### src/rtl/maze_mem_arbiter.sv
// Single-port maze memory arbiter: per-cycle round-robin between solver (S)
// and host (H), with an H burst lock that is broken if S starves too long.
module maze_mem_arbiter #(
  parameter int ADDR_W   = 8,
  parameter int DATA_W   = 1,
  parameter int MAX_WAIT = 16
) (
  input  logic              CLK,
  input  logic              RST,
  input  logic              s_req,
  input  logic              s_we,
  input  logic [ADDR_W-1:0] s_addr,
  input  logic [DATA_W-1:0] s_wdata,
  output logic              s_gnt,
  output logic              s_rvalid,
  output logic [DATA_W-1:0] s_rdata,
  input  logic              h_req,
  input  logic              h_we,
  input  logic [ADDR_W-1:0] h_addr,
  input  logic [DATA_W-1:0] h_wdata,
  output logic              h_gnt,
  output logic              h_rvalid,
  output logic [DATA_W-1:0] h_rdata,
  input  logic              h_lock,
  output logic              mem_en,
  output logic              mem_we,
  output logic [ADDR_W-1:0] mem_addr,
  output logic [DATA_W-1:0] mem_wdata,
  input  logic [DATA_W-1:0] mem_rdata,
  output logic              h_owns,
  output logic              lock_broken
);

  localparam int CW = (MAX_WAIT > 2) ? $clog2(MAX_WAIT) : 1;
  localparam logic [CW-1:0] WAIT_MAX = CW'(MAX_WAIT - 1);

  typedef enum logic {ARB, LOCK} state_t;

  state_t        r_state;
  logic          r_last_s;
  logic [CW-1:0] r_wait;
  logic          r_s_rvalid;
  logic          r_h_rvalid;
  logic          r_lock_broken;

  logic w_s_gnt;
  logic w_h_gnt;
  logic w_brk;

  // In LOCK only H is served, except when S has waited the full bound.
  always_comb begin
    w_brk   = 1'b0;
    w_s_gnt = 1'b0;
    w_h_gnt = 1'b0;
    if (r_state == ARB) begin
      w_s_gnt = s_req && (!h_req || !r_last_s);
      w_h_gnt = h_req && (!s_req ||  r_last_s);
    end else begin
      w_brk   = s_req && (r_wait == WAIT_MAX);
      w_s_gnt = w_brk;
      w_h_gnt = h_req && !w_brk;
    end
  end

  assign s_gnt     = w_s_gnt;
  assign h_gnt     = w_h_gnt;
  assign mem_en    = w_s_gnt | w_h_gnt;
  assign mem_we    = (w_s_gnt & s_we) | (w_h_gnt & h_we);
  assign mem_addr  = w_h_gnt ? h_addr  : s_addr;
  assign mem_wdata = w_h_gnt ? h_wdata : s_wdata;

  assign s_rvalid    = r_s_rvalid;
  assign h_rvalid    = r_h_rvalid;
  assign s_rdata     = mem_rdata;
  assign h_rdata     = mem_rdata;
  assign h_owns      = (r_state == LOCK);
  assign lock_broken = r_lock_broken;

  always_ff @(posedge CLK or posedge RST) begin
    if (RST) begin
      r_state       <= ARB;
      r_last_s      <= 1'b0;
      r_wait        <= '0;
      r_s_rvalid    <= 1'b0;
      r_h_rvalid    <= 1'b0;
      r_lock_broken <= 1'b0;
    end else begin
      r_s_rvalid    <= w_s_gnt & ~s_we;
      r_h_rvalid    <= w_h_gnt & ~h_we;
      r_lock_broken <= w_brk;
      if (w_s_gnt)      r_last_s <= 1'b1;
      else if (w_h_gnt) r_last_s <= 1'b0;
      case (r_state)
        ARB: begin
          r_wait <= '0;
          if (w_h_gnt && h_lock) r_state <= LOCK;
        end
        LOCK: begin
          // The release cycle still counts S waiting; the count is dropped on exit.
          if (w_brk || !h_lock) begin
            r_state <= ARB;
            r_wait  <= '0;
          end else if (s_req && r_wait != WAIT_MAX) begin
            r_wait <= r_wait + 1'b1;
          end
        end
        default: r_state <= ARB;
      endcase
    end
  end

endmodule

### config.mk
export PLATFORM = sky130hd
export DESIGN_NAME = maze_mem_arbiter
export DESIGN_NICKNAME = d
export VERILOG_FILES = /design/src/rtl/maze_mem_arbiter.sv
export SDC_FILE = /design/constraint.sdc
export NUM_CORES = 1
export LEC_CHECK = 0
export ABC_AREA = 1
export CAP_MARGIN = 20
export CORE_ASPECT_RATIO = 0.75
export CORE_MARGIN = 8
export CORE_UTILIZATION = 30
export CTS_BUF_LIST = sky130_fd_sc_hd__clkbuf_4 sky130_fd_sc_hd__clkbuf_8
export CTS_CLUSTER_SIZE = 40
export DETAILED_ROUTE_END_ITERATION = 8
export DONT_BUFFER_PORTS = 1
export SETUP_SLACK_MARGIN = 0.15
export SLEW_MARGIN = 0
export SYNTH_ARGS = -nofsm -noshare
export SYNTH_HDL_FRONTEND = slang
export SYNTH_SLANG_ARGS = --single-unit
export TNS_END_PERCENT = 20
### constraint.sdc
create_clock -name CLK -period 1.7 [get_ports CLK]
set_clock_uncertainty 0.15 [all_clocks]
set_input_delay 0.255 -clock CLK [delete_from_list [all_inputs] [get_ports CLK]]
set_output_delay 0.255 -clock CLK [all_outputs]
set_load 0.005 [all_outputs]
# == Yosys cells after proc, flatten, opt, wreduce, memory -nomap -nowiden ==
# Index checks and enable logic that the tools add are counted.
# totals
reg_bits,9
# op_classes
n_reduce_logical,15
mux,13
eq_ne,3
bitwise_logic,9
n_addsub,1
# op_table
operator,count
$mux 1,8
$mux 4,2
$mux 8,1
$pmux 4 s2,1
$logic_and 1x1->1,6
$logic_not 1->1,5
$add 4x1->4 const B,1
$and 1x1->1,4
$eq 4x4->1 const B,1
$ne 4x4->1 const B,1
$logic_or 1x1->1,3
$ne 3x1->1 const B,1
$not 1->1,3
$or 1x1->1,2
$pmux 1 s2,1
$reduce_bool 2->1,1

# == Logic depth before layout (Yosys ltp) ==
# logic_depth
ltp_word,8
mapped_depth,8

# == Worst setup path before layout ==
# OpenSTA, ideal clock, no wires.
# synth_timing
path_type,register to output
start,register r_wait[0]
end,output mem_addr[0]
stages_incl_launch_ff,9
path_slack_ns,0.216
t_arrival_ns,1.079
cell_sequence,dfrtp_1 -> ha_1 -> nand2_1 -> nor2_2 -> nand2_2 -> nand3_2 -> buf_6 -> nand2_1 -> nand2_1
# synth_between
elab_chain_cells,6
# synth_lines
element,line,rtl
from (decl),41,logic [CW-1:0] r_wait;
from (signal assigned),104,r_wait <= r_wait + 1'b1;
$eq 4x4->1,59,w_brk = s_req && (r_wait == WAIT_MAX);
$logic_and 1x1->1,59,
$logic_not 1->1,61,w_h_gnt = h_req && !w_brk;
$logic_and 1x1->1,61,
$mux 1,55,if (r_state == ARB) begin
$mux 8,69,assign mem_addr = w_h_gnt ? h_addr : s_addr;
to (decl),27,"output logic [ADDR_W-1:0] mem_addr,"
# No other way between the ends.

# == Worst setup path in the final report ==
# Ends and elaborated chain as after synthesis.

==> results.py <==
metrics = {
    "layout": {
        "diodes": 0,
        "layout.cells.non_filler": 130,
        "drive_gt1_frac": 0.226,
        "mostFrequentLayoutCell": "nand2_1",
        "post-route-util": 0.398,
        "area_delta_synth_final_pct": 25.0,
        "final_nets": 134,
        "layout_common_cells": "nand2_1 (33), inv_1 (11), nand4_1 (10)",
        "design_area_um2": 801,
    },
    "clock_tree": {
        "cts_buffer_depth": 2,
        "worstSkewPairLatency_ns": 0.26,
        "cts_root_buf": "clkbuf_4",
        "cts_buffers": 3,
        "ctsHoldBuffers": 4,
        "path_clk_slew_ns": 0.07,
        "cts.sinks": 9,
        "cts_max_level": 1,
        "cts_tree": "yes",
    },
    "sta": {
        "drv_slew": 0,
        "fin_crit_sh": 1.06,
        "worst_slack_ns": -0.110,
        "setup_violations": 12,
        "tns_ns": -0.992,
        "whs_ns": -0.0384,
        "finalHoldViolations": 2,
        "slew-limit-headroom": 0.771,
        "worst_pin_slew_ns": 0.343,
        "fmax_ghz": 0.553,
        "period_minus_slack_ns": 1.81,
        "rsz0062_at_grt": "yes",
    },
    "detailed_routing": {
        "ant_nets": 0,
        "firstDrtPassIters": 4,
        "wl_per_cell_um": 15.1,
        "route.detailed.drc": 0,
        "drt_iter0_markers": 31,
        "vias": 641,
        "via_per_inst": 4.93,
        "finalWirelength_um": 1960,
    },
    "critical_path": {
        "r2r_start": "r_wait[0]$_DFFE_PP0P_",
        "path_cells": "ha_2 -> nand2_2 -> nor2_4 -> nand2_4 -> buf_4 -> nand4_1 -> nand2_1",
        "cp-start-kind": "flop",
        "endpoint_kind": "output pin",
        "crit_cells": 7,
        "required_ns": 1.29,
        "crit_type": "reg2out",
        "r2r_cells": 7,
        "crit_fanout": 6,
        "path_delay_family": "simple AND/OR/NAND/NOR gates",
        "r2r_end": "h_rvalid$_DFF_PP0_",
        "cpMaxStageDelayCell": "dfrtp_1",
        "cp_slowest_stage_delay_ns": 0.36,
        "cp.arrival_ns": 1.40,
        "path_buf_inv": 1,
        "rrSetupSlack_ns": 0.32,
    },
    "synth": {
        "ys_ff_latch": 9,
        "seq_area_frac_synth": 0.352,
        "synthMuxAreaShare": 0,
        "synth.distinct_cells": 16,
        "synthSimpleGateAreaFrac": 0.438,
        "synth_xor_area_frac": 0,
        "synth_area_leader_cell": "dfrtp_1",
        "yosys_warnings": 0,
        "syn_nets": 121,
        "syn_area_um2": 641,
        "synth_top_area_frac": 0.352,
        "synth_fa_ha_area_frac": 0.0195,
        "synth-compound-area-share": 0.0391,
        "synth_area_per_cell_um2": 6.82,
        "synth_area_leaders": "dfrtp_1 (35%), nand2_1 (21%), nand4_1 (9.8%)",
        "synth_top_family_by_area": "simple AND/OR/NAND/NOR gates",
        "synthCells": 94,
    },
    "global_route": {
        "gr-total-overflow": 0,
        "grt_max_degree": 15,
        "grt_usage": 0.102,
        "grt_first_pass_wirelength_um": 3170,
        "first_global_vias": 648,
        "antenna_found_initial": 0,
    },
    "floorplan": {
        "fp.dieArea_um2": 3890,
        "start_util": 0.318,
        "core_area_um2": 2010,
        "die-width_um": 69.4,
        "std_cell_rows": 14,
        "dieHeight_um": 56.0,
        "ioPinCount": 45,
    },
    "power_and_ir_drop": {
        "finalPower_mw": 0.530,
        "p_leak_nw": 0.423,
        "peakVddDrop_mv": 0.594,
        "power.density_nw_per_um2": 662,
    },
    "place": {
        "placed_area_um2": 644,
        "gp_congestion": 0.815,
        "place_ws_ns": 0.0418,
        "hpwlAfterDp_um": 1490,
        "dp_cells": 115,
        "io_buffers": 0,
    },
    "min_path": {
        "min_delay_path_depth": 1,
        "worstHoldStart": "h_req",
        "hold_path_end": "r_last_s$_DFFE_PP0P_",
        "hp-class": "in2reg",
    },
    "status": {
        "violations": "negative hold slack, negative setup slack",
        "outcome": "complete, but fails checks",
    },
    "job": {
        "drv_cap": 0,
    },
}
-- cell usage after synthesis --
cell and n:
dfrtp_1 9, ha_1 1, buf_6 2, nand2_2 1, clkbuf_1 1, nor2_2 2
buf_4 4, nor2_1 6, nor3_1 1, nand3_1 4, nand4_1 10, inv_1 11
a21oi_1 1, nand2_1 35, o21ai_0 4, nand3_2 2
-- routing by layer --
layer / vias up / track usage / part of all wire
li1: 326 / - / -
met1: 292 / 0.104 / 0.38
met2: 21 / 0.157 / 0.49
met3: 2 / 0.0677 / 0.11
met4: 0 / 0.0496 / 0.014
met5: - / 0 / 0
-- sequential cells by signal, indices dropped and copies added (netlist names) --
register	cells
h_owns	1
h_rvalid	1
lock_broken	1
r_last_s	1
r_wait	4
s_rvalid	1
-- power breakdown --
group	internal, mW	switching [mW]
combinational	0.0446	0.0665
clock	0.107	0.0832
sequential	0.223	0.00618
total	0.374	0.156
-- area by class of cell --
class	count	area (um2)
clock buffer	4	30.0
multi-input combinational	68	355
fill	197	1210
inverter	11	41.3
tap	24	30.0
timing repair buffer	14	119
sequential	9	225
-- repair_timing --
| action | 4_1_cts | 5_1_grt |
|---|---|---|
| setup buffers | 3 | 2 |
| setup endpoints to repair | 13 | 13 |
| hold endpoints to repair | 16 | 2 |
| cloned | 0 | 2 |
| resized for setup | 8 | 1 |
| pin swaps | 6 | 2 |
-- how the worst max path moves through the flow --
stage                                     start          end  slack, ns
after floorplan           r_wait[0]$_DFFE_PP0P_  mem_addr[0]       0.22
after global placement    r_wait[0]$_DFFE_PP0P_    mem_wdata       0.12
after detailed placement  r_wait[0]$_DFFE_PP0P_  mem_addr[3]       0.04
after CTS                 r_wait[1]$_DFFE_PP0P_  mem_addr[3]      -0.09
after global routing      r_wait[0]$_DFFE_PP0P_  mem_addr[2]      -0.20
final                     r_wait[0]$_DFFE_PP0P_  mem_addr[0]      -0.11
-- cell families (layout without fill, tap and decap cells) --
group / after synthesis / count (layout)
buf+inv: 18 / 29
flops: 9 / 9
simple gates: 61 / 62
fa+ha+maj: 1 / 1
compound gates: 5 / 5
No activity file was read; power rests on OpenSTA's default activity.
